### config.mk
export PLATFORM = sky130hd
export DESIGN_NAME = hex_counter_display
export DESIGN_NICKNAME = d
export VERILOG_FILES = /design/src/rtl/hex_disp_pkg.sv /design/src/rtl/hex7seg_decoder.sv /design/src/rtl/hex_counter_display.sv
export SDC_FILE = /design/constraint.sdc
export NUM_CORES = 1
export LEC_CHECK = 0
export BUFFER_PORTS_ARGS = -buffer_cell sky130_fd_sc_hd__buf_2
export CAP_MARGIN = 30
export CELL_PAD_IN_SITES_DETAIL_PLACEMENT = 1
export CELL_PAD_IN_SITES_GLOBAL_PLACEMENT = 2
export CORE_MARGIN = 4
export CORE_UTILIZATION = 36
export DETAILED_ROUTE_END_ITERATION = 6
export PLACE_DENSITY = 0.87
export SYNTH_ARGS = -nofsm -noshare
export SYNTH_HDL_FRONTEND = slang
export SYNTH_HIERARCHICAL = 1
export SYNTH_SLANG_ARGS = --single-unit
export TNS_END_PERCENT = 50
### constraint.sdc
create_clock -name clk -period 4.8 [get_ports clk]
set_clock_uncertainty 0.1 [all_clocks]
set_input_delay 0.24 -clock clk [delete_from_list [all_inputs] [get_ports clk]]
set_output_delay 0.24 -clock clk [all_outputs]
set_load 0.01 [all_outputs]
### src/rtl/hex_disp_pkg.sv
// Shared seven-segment types, glyph constants and nibble decode for the hex counter display.
package hex_disp_pkg;

  localparam int unsigned SEG_W = 7;

  // Active-low segments, bit order {g,f,e,d,c,b,a}
  typedef logic [SEG_W-1:0] seg_t;

  localparam seg_t SEG_0     = 7'b1000000;
  localparam seg_t SEG_1     = 7'b1111001;
  localparam seg_t SEG_2     = 7'b0100100;
  localparam seg_t SEG_3     = 7'b0110000;
  localparam seg_t SEG_4     = 7'b0011001;
  localparam seg_t SEG_5     = 7'b0010010;
  localparam seg_t SEG_6     = 7'b0000010;
  localparam seg_t SEG_7     = 7'b1111000;
  localparam seg_t SEG_8     = 7'b0000000;
  localparam seg_t SEG_9     = 7'b0010000;
  localparam seg_t SEG_A     = 7'b0001000;
  localparam seg_t SEG_B     = 7'b0000011;
  localparam seg_t SEG_C     = 7'b1000110;
  localparam seg_t SEG_D     = 7'b0100001;
  localparam seg_t SEG_E     = 7'b0000110;
  localparam seg_t SEG_F     = 7'b0001110;
  localparam seg_t SEG_BLANK = 7'b1111111;

  // Hex glyph for one nibble
  function automatic seg_t nibble_to_seg(input logic [3:0] nib);
    seg_t s;
    s = SEG_BLANK;
    case (nib)
      4'h0: s = SEG_0;
      4'h1: s = SEG_1;
      4'h2: s = SEG_2;
      4'h3: s = SEG_3;
      4'h4: s = SEG_4;
      4'h5: s = SEG_5;
      4'h6: s = SEG_6;
      4'h7: s = SEG_7;
      4'h8: s = SEG_8;
      4'h9: s = SEG_9;
      4'hA: s = SEG_A;
      4'hB: s = SEG_B;
      4'hC: s = SEG_C;
      4'hD: s = SEG_D;
      4'hE: s = SEG_E;
      4'hF: s = SEG_F;
      default: s = SEG_BLANK;
    endcase
    return s;
  endfunction

endpackage

### src/rtl/hex7seg_decoder.sv
// Combinational nibble to active-low seven-segment glyph.
module hex7seg_decoder
  import hex_disp_pkg::*;
(
  input  logic [3:0] nibble,
  output seg_t       seg_c
);

  // Pure lookup; the parent registers the result
  always_comb begin
    seg_c = nibble_to_seg(nibble);
  end

endmodule

### src/rtl/hex_counter_display.sv
// Prescaled up/down counter with load, wrap flag and registered hex display.
// Optional build macro HEX_COUNTER_BLANK_LEAD_EN blanks leading-zero digits (digit 0 always shown).
module hex_counter_display
  import hex_disp_pkg::*;
#(
  parameter int unsigned WIDTH    = 8,
  parameter int unsigned PRESCALE = 1
) (
  input  logic                               clk,
  input  logic                               reset,
  input  logic                               en,
  input  logic                               up_dn,
  input  logic                               load,
  input  logic [WIDTH-1:0]                   load_val,
  output logic [WIDTH-1:0]                   count,
  output logic                               tc,
  output logic [SEG_W*((WIDTH+3)/4)-1:0]     hex
);

  localparam int unsigned NDIG  = (WIDTH + 3) / 4;
  localparam int unsigned PAD_W = 4 * NDIG;
  localparam int unsigned HEX_W = SEG_W * NDIG;
  localparam int unsigned PSC_W = (PRESCALE > 1) ? $clog2(PRESCALE) : 1;
  localparam logic [PSC_W-1:0] PSC_LAST = PSC_W'(PRESCALE - 1);

  logic [PSC_W-1:0] psc;
  logic             step_c;
  logic             wrap_c;
  logic [PAD_W-1:0] cnt_pad_c;
  seg_t             dig_c [NDIG];
  logic [HEX_W-1:0] hex_nxt_c;

  // Step fires on the last prescaler phase of an enabled cycle
  always_comb begin
    step_c = en && (psc == PSC_LAST);
    wrap_c = up_dn ? (count == '1) : (count == '0);
  end

  // Prescaler phase: cleared by load, frozen while disabled
  always_ff @(posedge clk or negedge reset) begin
    if (!reset) begin
      psc <= '0;
    end else if (load) begin
      psc <= '0;
    end else if (en) begin
      psc <= step_c ? '0 : psc + PSC_W'(1);
    end
  end

  // Count register with wrap pulse registered alongside it
  always_ff @(posedge clk or negedge reset) begin
    if (!reset) begin
      count <= '0;
      tc    <= 1'b0;
    end else if (load) begin
      count <= load_val;
      tc    <= 1'b0;
    end else if (step_c) begin
      count <= up_dn ? count + WIDTH'(1) : count - WIDTH'(1);
      tc    <= wrap_c;
    end else begin
      tc    <= 1'b0;
    end
  end

  // Zero-extend so the top digit always sees a full nibble
  always_comb begin
    cnt_pad_c = PAD_W'(count);
  end

  for (genvar g = 0; g < NDIG; g++) begin : g_dig
    hex7seg_decoder u_dec (
      .nibble (cnt_pad_c[4*g +: 4]),
      .seg_c  (dig_c[g])
    );
  end

`ifdef HEX_COUNTER_BLANK_LEAD_EN
  logic [NDIG-1:0] blank_c;

  // A digit blanks when it and every more-significant nibble are zero
  for (genvar g = 0; g < NDIG; g++) begin : g_blank
    if (g == 0) begin : g_lsd
      assign blank_c[g] = 1'b0;
    end else begin : g_upper
      assign blank_c[g] = ~|cnt_pad_c[PAD_W-1:4*g];
    end
  end
`endif

  // Assemble next display word
  always_comb begin
    hex_nxt_c = '0;
    for (int k = 0; k < NDIG; k++) begin
      hex_nxt_c[SEG_W*k +: SEG_W] = dig_c[k];
`ifdef HEX_COUNTER_BLANK_LEAD_EN
      if (blank_c[k]) begin
        hex_nxt_c[SEG_W*k +: SEG_W] = SEG_BLANK;
      end
`endif
    end
  end

  // Display register, one cycle behind count
  always_ff @(posedge clk or negedge reset) begin
    if (!reset) begin
      hex <= {NDIG{SEG_0}};
    end else begin
      hex <= hex_nxt_c;
    end
  end

endmodule
---- Yosys cells after proc, flatten, opt, wreduce, memory -nomap -nowiden ----
Memory sizes are Yosys's and may differ from the RTL's. A register that Yosys moved wholly into a read port is not among the register bits.
Cells that the tools add are included.
Widths: inputs -> output; s select.
cells by class
  $add $sub $neg .......................... 3
  equality and inequality tests ........... 1
  multiplexer cells ....................... 9
  bitwise gates (word level) .............. 1
  reductions and logical operators ........ 6
operators by type and width
  operator             count
  $mux 8               3
  $add 8x1->8 const B  1
  $eq 8x8->1 const B   1
  $logic_not 8->1      1
  $sub 8x1->8 const B  1
  $mux 1               6
  $reduce_bool 2->1    2
  $logic_not 1->1      2
  $add 1x1->1 const B  1
  $logic_and 1x1->1    1
  $not 1->1            1
word-level totals
  register bits ........................... 10
  ROM bits ................................ 224
  bits of input ports ..................... 13
  output and inout bits ................... 23
  logic and storage cells ................. 25
  memories kept ........................... 2
memories
  name              depth  bits a word  read ports  clocked after memory_dff  wr ports  RTL line            RTL
  (name not given)  16     7            1           1                         0         hex_disp_pkg.sv:31  case (nib)
  (name not given)  16     7            1           1                         0         hex_disp_pkg.sv:31

---- Logic depth before layout (Yosys ltp) ----
  depth in word-level cells ............... 5
  gate-level depth with buffers ........... 8
  depth with buffers taken out ............ 7

---- Hierarchy ----
Netlist, hierarchy kept.
by module, submodules not included
  module               times used  cells each  area each (µm²)  seq. area each (µm²)
  hex_counter_display  1           113         1181.1           603.1
  hex7seg_decoder      2           32          275.3            0.0

---- Worst setup path before layout ----
Ideal clock, no wire load.
  path kind ............................... input -> register
  from .................................... input port up_dn
  to ...................................... register count[6]
  setup time .............................. 0.125 ns
  arrival ................................. 1.779 ns
  data required time ...................... 4.575 ns
  path slack .............................. 2.795 ns
  stages .................................. 8
  buffers on the path ..................... 1
  path through ............................ clkbuf_1 > inv_1 > fa_1 > a211oi_1 > o21bai_1 > a21oi_1 > or4_1 > nand3_1
on the way
  longest elaborated chain between the ends .. 3
RTL lines
  what                  RTL line                   RTL
  start, declared       hex_counter_display.sv:12  input logic up_dn,
  $mux 8                hex_counter_display.sv:59  count <= up_dn ? count + WIDTH'(1) : count - WIDTH'(1);
  $mux 8                hex_counter_display.sv:58  end else if (step_c) begin
  $mux 8                hex_counter_display.sv:55  end else if (load) begin
  end signal, assigned  hex_counter_display.sv:56  count <= load_val;
  end signal, assigned  hex_counter_display.sv:59
  end, declared         hex_counter_display.sv:15  output logic [WIDTH-1:0] count,
No other way between the ends. The select of a mux whose other input is x is not followed.
A chain may end at the register's enable or synchronous reset.

---- Worst setup path in the final report ----
  from .................................... register count[3]
  to ...................................... register count[6]
on the way
  longest elaborated chain between the ends .. 4
  elaborated cells between the ends (all ways) .. 5
  classes of those cells .................. 2 x add/sub; 3 x mux
RTL lines
  what                                        RTL line
  $sub 8x1->8 or $add 8x1->8 (tied branches)  hex_counter_display.sv:59
  $mux 8 *                                    hex_counter_display.sv:59
  $mux 8 *                                    hex_counter_display.sv:58
  $mux 8 *                                    hex_counter_display.sv:55
Mark *: on every way between the ends. The rest lies on a longest branch, timed or not. The select of a mux whose other input is x is not followed.

==> run metrics <==
Remaining DRCs 0; Final Setup Violations 0; Synth Area in Compound Gates 0.160; Avg WL per Cell 16.0 µm; Hold Crit Depth 2; Crit path arrival time 2.23 ns; Die Y ~77 µm; DRT Wirelength about 4.2 mm; Die Span X 77.4 µm; Crit Path Category reg -> reg; maximum fanout along the worst path 17; CTS Buffer Depth 2; Pwr Density 350 nW/µm²; H-tree depth 1; Buf+Inv Stages, Crit Path 0; fin crit share 0.442; post-synthesis mux area share 0.101; Cell Int Power between 0.4 and 0.5 mW; Achievable Freq between 400 and 500 MHz; minimum clock period 2.12 ns; Worst Hold Launch en; 1st-pass router iterations 4; # clock sinks 24; r2r worst-path depth 6; most frequent cells in the layout buf_2 (35), dfrtp_1 (22), ha_1 (20); Fin Setup TNS 0 ns; Hold Path Class in -> reg; core box area ~4500 µm²; FFs w/ async S/R, synth 1.00; Placed Instances 255; Setup Fix Bufs, Post-CTS 0; slowest CP cell dfrtp_1; Ant. Diodes 0; cell family with the largest share of critical-path delay flip-flops; reg-to-reg endpoint count[6]; GR Util All Layers 0.148; Final Hold Fails 0; Reg2Reg Launch Point count[3]; Tightest Pin Transition between 0.6 and 0.7 ns; Synth cell types 43; CTS tree yes; Via density 5.51; initial core utilization 0.384; root buffer cell clkbuf_8; design area about 2000 µm²; routed via count 1433; largest family of logic cells by synthesized area simple AND/OR/NAND/NOR gates; Hold EP psc; Main synth FF type dfrtp_1; XOR/XNOR Fraction of Synth Area 0.0101; post-synthesis adder-cell area fraction 0.156; CTS clock-pin slew for the worst setup and hold paths 0.09 ns; largest net degree at the start of global routing 25; outcome finished, final reports clean; Buffers on Ports 35; most common cell after layout, fill and taps aside buf_2; Seq pwr share 0.426; switch share 0.365; Final Slew Violations 0; cell area after synthesis around 1700 µm²; flops & latches, synth 24; placed cell areas between 1500 and 2000 µm²; Syn Inst Count 177; Startpoint Class flop; GPL Wtd Cong ~0.8; worst path cell trace ha_1, o21ai_0, o21bai_1, a21oi_1, or4_1, nand3_1; TritonCTS Buffers 3; Peak VDD IR 126 µV; global-route wire length before repair 7.22 mm; RSZ-0062 raised after global routing false; simple-gate portion of the synthesized area 0.173; Avg Cell Area, Syn 9.78 µm²; Critical Path Max Stage Delay 0.74 ns; # IOs 36; clock network power share 0.200; slew margin rel. 0.561; initial antenna violation count 0; die area 5980 µm²; fraction of layout cells with a size suffix above 1 0.231; post-DP HPWL 3.19 mm; Final ANT Viol Nets 0; Post-Synthesis Net Count 211; area added between synthesis and finish 14.2%; switching power approximately 0.25 mW; CP endpoint kind flop; grt ovf 0; post-route insts no fill 260; Rows 24; max_cap viols 0; vias in the first global route 1577; sequential-to-total area share from yosys stat 0.348; Syn. warnings 6; Clk Latency, worst-skew pair about 0.26 ns; Layout Nets ~240; Hold WS 0.0585 ns; Post-synth EDFFs 0; R2R setup slack 2.68 ns; critical path required time approximately 4.9 ns; DR iter-0 viols 76; Logic pwr share 0.375; Leakage 0.994 nW
-- repair_timing --
action,in CTS,in global routing
resized for setup,0,0
endpoints found under the hold margin,22,0
hold buffers,1,0
-- per-stage QoR --
step / util / power, mW / setup WS (ns)
global route: 0.439 / 0.746 / 2.46
global placement: 0.424 / 0.545 / 2.70
CTS: 0.439 / 0.703 / 2.67
detailed placement: 0.424 / 0.562 / 2.69
finish: 0.439 / 0.692 / 2.68
floorplan: - / 0.472 / 2.80
-- power groups by stage --
| stage | sequential (mW) | combinational (mW) | clock, mW |
|---|---|---|---|
| 3_5_place_dp | 0.300 | 0.262 | 0 |
| 6_report | 0.294 | 0.259 | 0.138 |
| 3_3_place_gp | 0.295 | 0.250 | 0 |
| 2_1_floorplan | 0.299 | 0.173 | 0 |
| 4_1_cts | 0.296 | 0.264 | 0.143 |
| 5_1_grt | 0.305 | 0.290 | 0.151 |
-- worst max path at each step --
stage,from,to,slack (ns),cells past startpoint
6_report,count[3],count[6],2.68,6
5_1_grt,count[2],count[7],2.46,6
4_1_cts,count[0],count[6],2.67,6
3_5_place_dp,count[0],count[6],2.69,6
3_3_place_gp,up_dn,count[6],2.70,8
2_1_floorplan,up_dn,count[6],2.80,8
-- cell families after synthesis --
family | after synthesis
AOI/OAI and AO/OA | 42
adders and majority gates | 21
buffers and inverters | 17
muxes | 14
and+or+nand+nor | 57
DFF | 24
xor gates and xnor gates | 2
-- metal layers --
| layer | global-route usage | part of all wire |
|---|---|---|
| met1 | 0.167 | 0.43 |
| met2 | 0.282 | 0.52 |
| met3 | 0.0185 | 0.032 |
| met4 | 0.0569 | 0.012 |
| met5 | 0 | 0 |
-- sequential cells by signal, indices dropped and copies added, names as in the netlist --
| register | flops |
|---|---|
| psc | 1 |
| hex | 14 |
| tc | 1 |
| count | 8 |
-- cell type report --
| class | instances | area, µm² |
|---|---|---|
| Timing Repair Buffer | 36 | 185 |
| Multi-Input combinational cell | 136 | 1040 |
| Tap cell | 52 | 65.1 |
| Inverter | 8 | 30.0 |
| Fill cell | 550 | 2530 |
| Sequential cell | 24 | 603 |
| Clock buffer | 4 | 55.1 |
-- synthesized netlist by cell type, drive strengths merged (2+ instances only) --
master | instances | share of area
dfrtp | 22 | 0.32
o21ai | 13 | 0.038
a22o | 4 | 0.020
and3 | 3 | 0.011
nor2b | 2 | 0.0072
a21o | 3 | 0.014
nor2 | 15 | 0.033
or3b | 2 | 0.010
ha | 20 | 0.14
and2b | 2 | 0.010
inv | 8 | 0.017
nand4 | 2 | 0.0072
nand3 | 3 | 0.0087
nand2 | 11 | 0.024
nor3b | 2 | 0.012
mux4 | 2 | 0.030
xnor2 | 2 | 0.010
clkbuf | 3 | 0.0065
nor3 | 9 | 0.026
nand2b | 2 | 0.0072
a21oi | 10 | 0.029
dfstp | 2 | 0.030
a211oi | 3 | 0.016
a32o | 2 | 0.012
buf | 6 | 0.028
mux2 | 2 | 0.013
o21bai | 2 | 0.0087
mux2i | 10 | 0.058
(Power assumes the default switching activity.)
